`src/rtl/lbp_win.sv`:
```
// -----------------------------------------------------------------------------
// lbp_win -- parametrised local-binary-pattern engine.
//
// Reads an IMG_W x IMG_H grayscale image (PW-bit pixels) from a host memory
// and writes one 8-bit LBP code for every interior pixel, in raster order.
// A 3x3 window register slides along each row. The first window of a row
// costs 9 reads (column-major). Every later window costs 3 reads, because
// only the new right-hand column is fetched.
//
// Optional feature macro: LBP_THRESH_EN
//   When defined, the i_lbp_thresh port exists.
//   A code bit is then set iff n >= c + i_lbp_thresh.
//   When undefined, the engine behaves as if the threshold were 0.
//
// Ports:
//   i_clk         clock, all logic on the rising edge
//   i_reset       synchronous, active-high reset
//   i_gray_ready  host image ready, sampled only while idle
//   i_gray_data   pixel at o_gray_addr, valid in the same cycle
//   i_lbp_thresh  compare offset (LBP_THRESH_EN only)
//   o_gray_addr   raster address (y*IMG_W + x) of the requested pixel
//   o_gray_req    high in cycles that issue a read
//   o_lbp_addr    raster address of the code being written
//   o_lbp_valid   one-cycle write strobe for o_lbp_addr/o_lbp_data
//   o_lbp_data    LBP code
//   o_finish      image complete, sticky until reset
// -----------------------------------------------------------------------------
module lbp_win #(
   parameter int IMG_W = 128,
   parameter int IMG_H = 128,
   parameter int PW    = 8,
   parameter int AW    = 14
) (
   input  logic          i_clk,
   input  logic          i_reset,
   input  logic          i_gray_ready,
   input  logic [PW-1:0] i_gray_data,
`ifdef LBP_THRESH_EN
   input  logic [PW-1:0] i_lbp_thresh,
`endif
   output logic [AW-1:0] o_gray_addr,
   output logic          o_gray_req,
   output logic [AW-1:0] o_lbp_addr,
   output logic          o_lbp_valid,
   output logic [7:0]    o_lbp_data,
   output logic          o_finish
);

   typedef enum logic [1:0] {S_IDLE, S_LOAD, S_SHIFT, S_DONE} state_t;

   localparam logic [AW-1:0] X_LAST = AW'(IMG_W - 2);
   localparam logic [AW-1:0] Y_LAST = AW'(IMG_H - 2);
   localparam logic [AW-1:0] W_AW   = AW'(IMG_W);
   localparam logic [AW-1:0] ONE    = AW'(1);

   state_t        r_state, w_next;
   logic [AW-1:0] r_x, r_y;          // centre of the current window
   logic [1:0]    r_row, r_col;      // read position inside the window
   logic [PW-1:0] r_win [3][3];      // [row][col]
   logic          r_lbp_valid, r_finish;
   logic [AW-1:0] r_lbp_addr;
   logic [7:0]    r_lbp_data;

   logic          w_req, w_last;
   logic [1:0]    w_col;
   logic [AW-1:0] w_rd_x, w_rd_y, w_c_addr;
   logic [PW-1:0] w_thr;
   logic [PW:0]   w_ref;
   logic [PW-1:0] w_nb [8];
   logic [7:0]    w_code;

`ifdef LBP_THRESH_EN
   assign w_thr = i_lbp_thresh;
`else
   assign w_thr = '0;
`endif

   // Read address generation and LBP compare.
   // NOTE: every signal is given a default first, so no latch can be inferred.
   always_comb begin
      w_req  = (r_state == S_LOAD) || (r_state == S_SHIFT);
      // SHIFT fetches only the right-hand column.
      w_col  = (r_state == S_SHIFT) ? 2'd2 : r_col;
      w_rd_x = r_x + AW'(w_col) - ONE;
      w_rd_y = r_y + AW'(r_row) - ONE;
      w_last = w_req && (r_row == 2'd2) && (w_col == 2'd2);
      w_c_addr = r_y * W_AW + r_x;

      // The last read of every window is the bottom-right pixel.
      // That pixel is still on i_gray_data, so it is used directly here.
      w_nb[0] = r_win[0][0];
      w_nb[1] = r_win[0][1];
      w_nb[2] = r_win[0][2];
      w_nb[3] = r_win[1][0];
      w_nb[4] = r_win[1][2];
      w_nb[5] = r_win[2][0];
      w_nb[6] = r_win[2][1];
      w_nb[7] = i_gray_data;

      // The sum is one bit wider than a pixel.
      // If c + thresh overflows PW bits, no neighbour can reach it,
      // so every code bit is 0.
      w_ref = {1'b0, r_win[1][1]} + {1'b0, w_thr};
      w_code = '0;
      for (int i = 0; i < 8; i++) begin
         w_code[i] = ({1'b0, w_nb[i]} >= w_ref);
      end
   end

   assign o_gray_req  = w_req;
   assign o_gray_addr = w_req ? (w_rd_y * W_AW + w_rd_x) : '0;
   assign o_lbp_addr  = r_lbp_addr;
   assign o_lbp_valid = r_lbp_valid;
   assign o_lbp_data  = r_lbp_data;
   assign o_finish    = r_finish;

   // State register.
   // NOTE: sequential state uses non-blocking assignments.
   // As a result, every flop samples values from before the edge.
   always_ff @(posedge i_clk) begin
      if (i_reset) r_state <= S_IDLE;
      else         r_state <= w_next;
   end

   // Next-state logic.
   always_comb begin
      w_next = r_state;
      case (r_state)
         S_IDLE:  if (i_gray_ready) w_next = S_LOAD;
         S_LOAD, S_SHIFT: begin
            if (w_last) begin
               if      (r_x < X_LAST) w_next = S_SHIFT;
               else if (r_y < Y_LAST) w_next = S_LOAD;
               else                   w_next = S_DONE;
            end
         end
         S_DONE:  w_next = S_DONE;
         default: w_next = S_IDLE;
      endcase
   end

   // Scan position, code output and finish flag.
   always_ff @(posedge i_clk) begin
      if (i_reset) begin
         r_x         <= ONE;
         r_y         <= ONE;
         r_row       <= '0;
         r_col       <= '0;
         r_lbp_valid <= 1'b0;
         r_lbp_addr  <= '0;
         r_lbp_data  <= '0;
         r_finish    <= 1'b0;
      end else begin
         r_lbp_valid <= w_last;
         if (r_state == S_IDLE) begin
            r_x   <= ONE;
            r_y   <= ONE;
            r_row <= '0;
            r_col <= '0;
         end else if (w_last) begin
            r_row      <= '0;
            r_col      <= '0;
            r_lbp_addr <= w_c_addr;
            r_lbp_data <= w_code;
            if (r_x < X_LAST) begin
               r_x <= r_x + ONE;
            end else if (r_y < Y_LAST) begin
               r_x <= ONE;
               r_y <= r_y + ONE;
            end else begin
               r_finish <= 1'b1;
            end
         end else if (w_req) begin
            // Column-major: walk down the rows, then step to the next column.
            if (r_row == 2'd2) begin
               r_row <= '0;
               r_col <= r_col + 2'd1;
            end else begin
               r_row <= r_row + 2'd1;
            end
         end
      end
   end

   // Window register.
   // NOTE: the window has no reset. Every window is fully rewritten
   // before its code is used, so stale contents never reach an output.
   always_ff @(posedge i_clk) begin
      if (r_state == S_LOAD) begin
         r_win[r_row][r_col] <= i_gray_data;
      end else if (r_state == S_SHIFT) begin
         if (r_row == 2'd0) begin
            // The first read of a SHIFT window also moves the window
            // one column to the left.
            for (int r = 0; r < 3; r++) begin
               r_win[r][0] <= r_win[r][1];
               r_win[r][1] <= r_win[r][2];
            end
            r_win[0][2] <= i_gray_data;
         end else begin
            r_win[r_row][2] <= i_gray_data;
         end
      end
   end

endmodule

```
`config.mk`:
```
export PLATFORM = sky130hd
export DESIGN_NAME = lbp_win
export DESIGN_NICKNAME = d
export VERILOG_FILES = /design/src/rtl/lbp_win.sv
export SDC_FILE = /design/constraint.sdc
export NUM_CORES = 1
export LEC_CHECK = 0
export CORE_ASPECT_RATIO = 0.75
export CORE_MARGIN = 2
export CORE_UTILIZATION = 27
export CTS_CLUSTER_DIAMETER = 40
export DETAILED_ROUTE_END_ITERATION = 10
export GPL_TIMING_DRIVEN = 0
export PLACE_DENSITY_LB_ADDON = 0.15
export SYNTH_ARGS = -nofsm -noshare
export SYNTH_HDL_FRONTEND = slang
export SYNTH_SLANG_ARGS = --single-unit
```
`constraint.sdc`:
```
create_clock -name i_clk -period 7.1 [get_ports i_clk]
set_clock_uncertainty 0.1 [all_clocks]
set_input_delay 1.42 -clock i_clk [delete_from_list [all_inputs] [get_ports i_clk]]
set_output_delay 1.42 -clock i_clk [all_outputs]
set_load 0.02 [all_outputs]
```
==> key figures <==
Placed design
  • Detailed placement HPWL: about 16000 um
  • Dpl cells: roughly 1200
  • Placer Congestion: between 0.7 and 0.8
  • Port Buf Inserts: 49

Timing
  • Slew Limit Fails: 0
  • Peak Freq: between 150 and 200 MHz
  • Final setup fails: 0
  • Unrepaired setup endpoints after global routing: false
  • Worst Tran Pin Value: between 1000 and 1500 ps
  • Setup TNS: 0 ps
  • Slew headroom: 0.244
  • Fin crit period: about 5900 ps
  • Fin. Hold Viols: 0
  • Final Cycle Share: 0.831

Global route
  • All-Layer GR Usage: 0.141
  • Largest net degree at the start of global routing: 17
  • Vias in the first global route: between 5000 and 6000
  • First-pass GRT wire length: about 32000 um
  • GR Overflow Total: 0
  • Initial antenna violation count: 0

Outcome
  • Status: finished, final reports clean

Critical path
  • Worst Setup End Kind: output port
  • CP cell instances: inv_1, ha_1, inv_1, ha_1, fa_1, a21o_1, a21oi_1, xor2_1, ha_1, inv_1, ha_1, o2111a_1, a211o_1, a21oi_1, clkdlybuf4s50_1
  • Critical path's largest stage delay: slightly above 600 ps
  • CP max stage cell: clkdlybuf4s50_1
  • Arrival time at the worst endpoint: between 4000 and 5000 ps
  • Critical Path Start Type: flop
  • Worst EP required: approximately 5600 ps
  • Crit path top cell by count: ha_1
  • CP Buf/Inv Count: 4
  • Maximum fanout along the worst path: 6
  • Crit Path Category: flop to output port
  • Delay-heaviest family, CP: adder cells

CTS
  • CTS tree: yes
  • Reg clk slew, reported paths: roughly 60 ps
  • Buffer count from post-CTS setup fixing: 0
  • Post-CTS sizing: 0
  • Worst-Skew Late Latency: 430 ps
  • CTS sink cnt: between 100 and 150
  • Root Driver: clkbuf_16
  • H-tree depth: 4
  • Num CTS Buffers: 17
  • CTS Hold Buffers Added: 0
  • Max Buffers Root-to-Sink: 2

Routing
  • Via count: approximately 5800
  • DRC viols: 0
  • Iteration-0 DRC count of the detailed router: ~330
  • Wire length per cell: between 15 and 20 um
  • Via density per instance: 4.59
  • DRT antenna net count: 0
  • Drt first pass iters: 5
  • WL final: just over 20000 um

Logic synthesis
  • Yosys top cell by area: edfxtp_1
  • Syn Area/Cell: between 9 and 10 um^2
  • Synthesized cell area: 0.00784 mm^2
  • Commonest cells post-synth: nand2_1 (115), ha_1 (114), inv_1 (76)
  • Yosys top cell area share: 0.276
  • Seq cells post-synth: 130
  • Synth warn: 0
  • Synthesized instance count: approximately 800
  • Post-synth EDFFs: around 70
  • Register area share after synthesis: 0.424
  • Post-synth cell types: 58
  • Mapped Nets: just over 900
  • Largest cells by area after synthesis: edfxtp_1 (28%), ha_1 (18%), dfxtp_1 (15%)
  • Fraction of registers with async set/reset: 0
  • Count leader, synth: nand2_1
  • Top FF cell, synth: edfxtp_1

Floorplan
  • # rows: between 50 and 60
  • Effective utilization at floorplan: 0.277
  • Die width: ~200 um
  • Core area: 0.0282 mm^2
  • Num ports: 50
  • Height of the chip: between 150 and 200 um
  • Die area: roughly 0.030 mm^2

Cells and area
  • Area grow syn2layout: 20.4%
  • Antenna diode count: 0
  • Nets: 1000
  • Ratio of cells with drive above 1 in the final layout: 0.0757
  • Fillers: approximately 3000
  • Post-route non-filler standard cell count: 1270

Min path
  • Min-delay worst type: flop to flop

Power and ir drop
  • Worst VDD drop: roughly 160 uV
  • Leak Pwr: ~3.8 nW
  • PD cells: around 250 mW/mm^2

Job
  • Max-cap violations: 0
cells by family after synthesis:
kind of cell	synth area share
compound gates	0.152
mux	0.00511
simple gates	0.153
fa+ha+maj	0.190
xor+xnor	0.0212
flops	0.424
buf+inv	0.0549
layout make-up:
class	count	area, um^2	share of cell area
sequential	130	3320	0.352
clock inverter	9	63.8	0.00676
tap	385	482	0.0511
inverter	76	285	0.0302
clock buffer	23	543	0.0576
timing repair buffer	50	495	0.0525
multi-input combinational	565	4100	0.434
buffer	32	145	0.0154
worst paths after layout:
kind                                startpoint               to  slack, ps  depth (start not counted)
worst max-delay path                  r_row[1]  o_gray_addr[13]       1200                         15
worst min-delay path            o_lbp_addr[11]   o_lbp_addr[11]        360                          2
worst max register to register      r_state[1]      r_win[0][7]       4360                          7
worst min register to register  o_lbp_addr[11]   o_lbp_addr[11]        360                          2
worst register-to-register path: stages (launching register included):
cell	delay, ps
dfxtp_1	380
inv_1	80
ha_1	180
buf_2	160
nand2b_1	140
clkbuf_1	180
a21boi_0	220
nor3_1	900
flip-flops by register name (all words and copies together) (netlist names):
name         flops
r_y             14
r_row            2
r_win           72
o_finish         1
o_lbp_valid      1
o_lbp_data       8
r_col            2
r_state          2
o_lbp_addr      14
r_x             14
placed cells by master (no fill, tap or decap), types with 2 or more instances in the layout:
cell type,netlist,layout
a21boi_0,2,2
nor2b_1,5,5
and3_1,6,6
clkinv_2,0,3
o2111ai_1,9,9
clkbuf_1,19,20
a311oi_1,2,2
nand3b_1,2,2
nor4b_1,2,2
edfxtp_1,72,72
nand4_1,4,4
inv_1,76,76
ha_1,114,114
o21ai_0,29,29
o21ai_1,2,2
clkdlybuf4s50_1,0,49
buf_2,11,12
nor3_2,2,4
nand3_1,11,11
or3_1,4,4
dfxtp_1,58,58
and2_1,7,7
nor2_1,60,60
a211oi_1,31,30
nand2_1,115,115
fa_1,3,3
clkinv_4,0,3
o21a_1,6,6
clkbuf_16,0,21
a31oi_1,11,11
xnor2_1,12,12
a31o_2,2,2
a211oi_2,3,4
a21oi_1,32,32
o211ai_1,12,12
nand2b_1,13,13
nor3_1,11,9
xor2_1,7,7
mux2i_1,4,4
a21o_1,22,22
report_power, final:
group,switching [mW],internal [mW],total (mW)
Sequential,0.0184,0.869,0.888
Clock,0.347,0.541,0.888
Combinational,0.345,0.200,0.545
Total,0.710,1.61,2.32
metal layers:
metal	vias to the layer above	track usage	routed length, um
met3	9	0.0314	799
met5	-	0	0
met4	0	0.0289	132
met1	2743	0.222	11800
met2	79	0.191	7810
li1	2998	-	-
metrics by stage:
| step | setup slack [ps] | hold WS [ps] | cell area, um^2 | power [mW] | util |
|---|---|---|---|---|---|
| 2_1_floorplan | 2320 | 351 | 7840 | 1.27 | - |
| 3_3_place_gp | 1630 | 345 | 8810 | 1.45 | 0.312 |
| 3_5_place_dp | 1660 | 350 | 8820 | 1.46 | 0.312 |
| 4_1_cts | 1170 | 360 | 9430 | 2.35 | 0.334 |
| 5_1_grt | 983 | 384 | 9440 | 2.45 | 0.334 |
| 6_report | 1200 | 357 | 9440 | 2.32 | 0.334 |
Note: power is estimated with default switching activity, not from simulation.
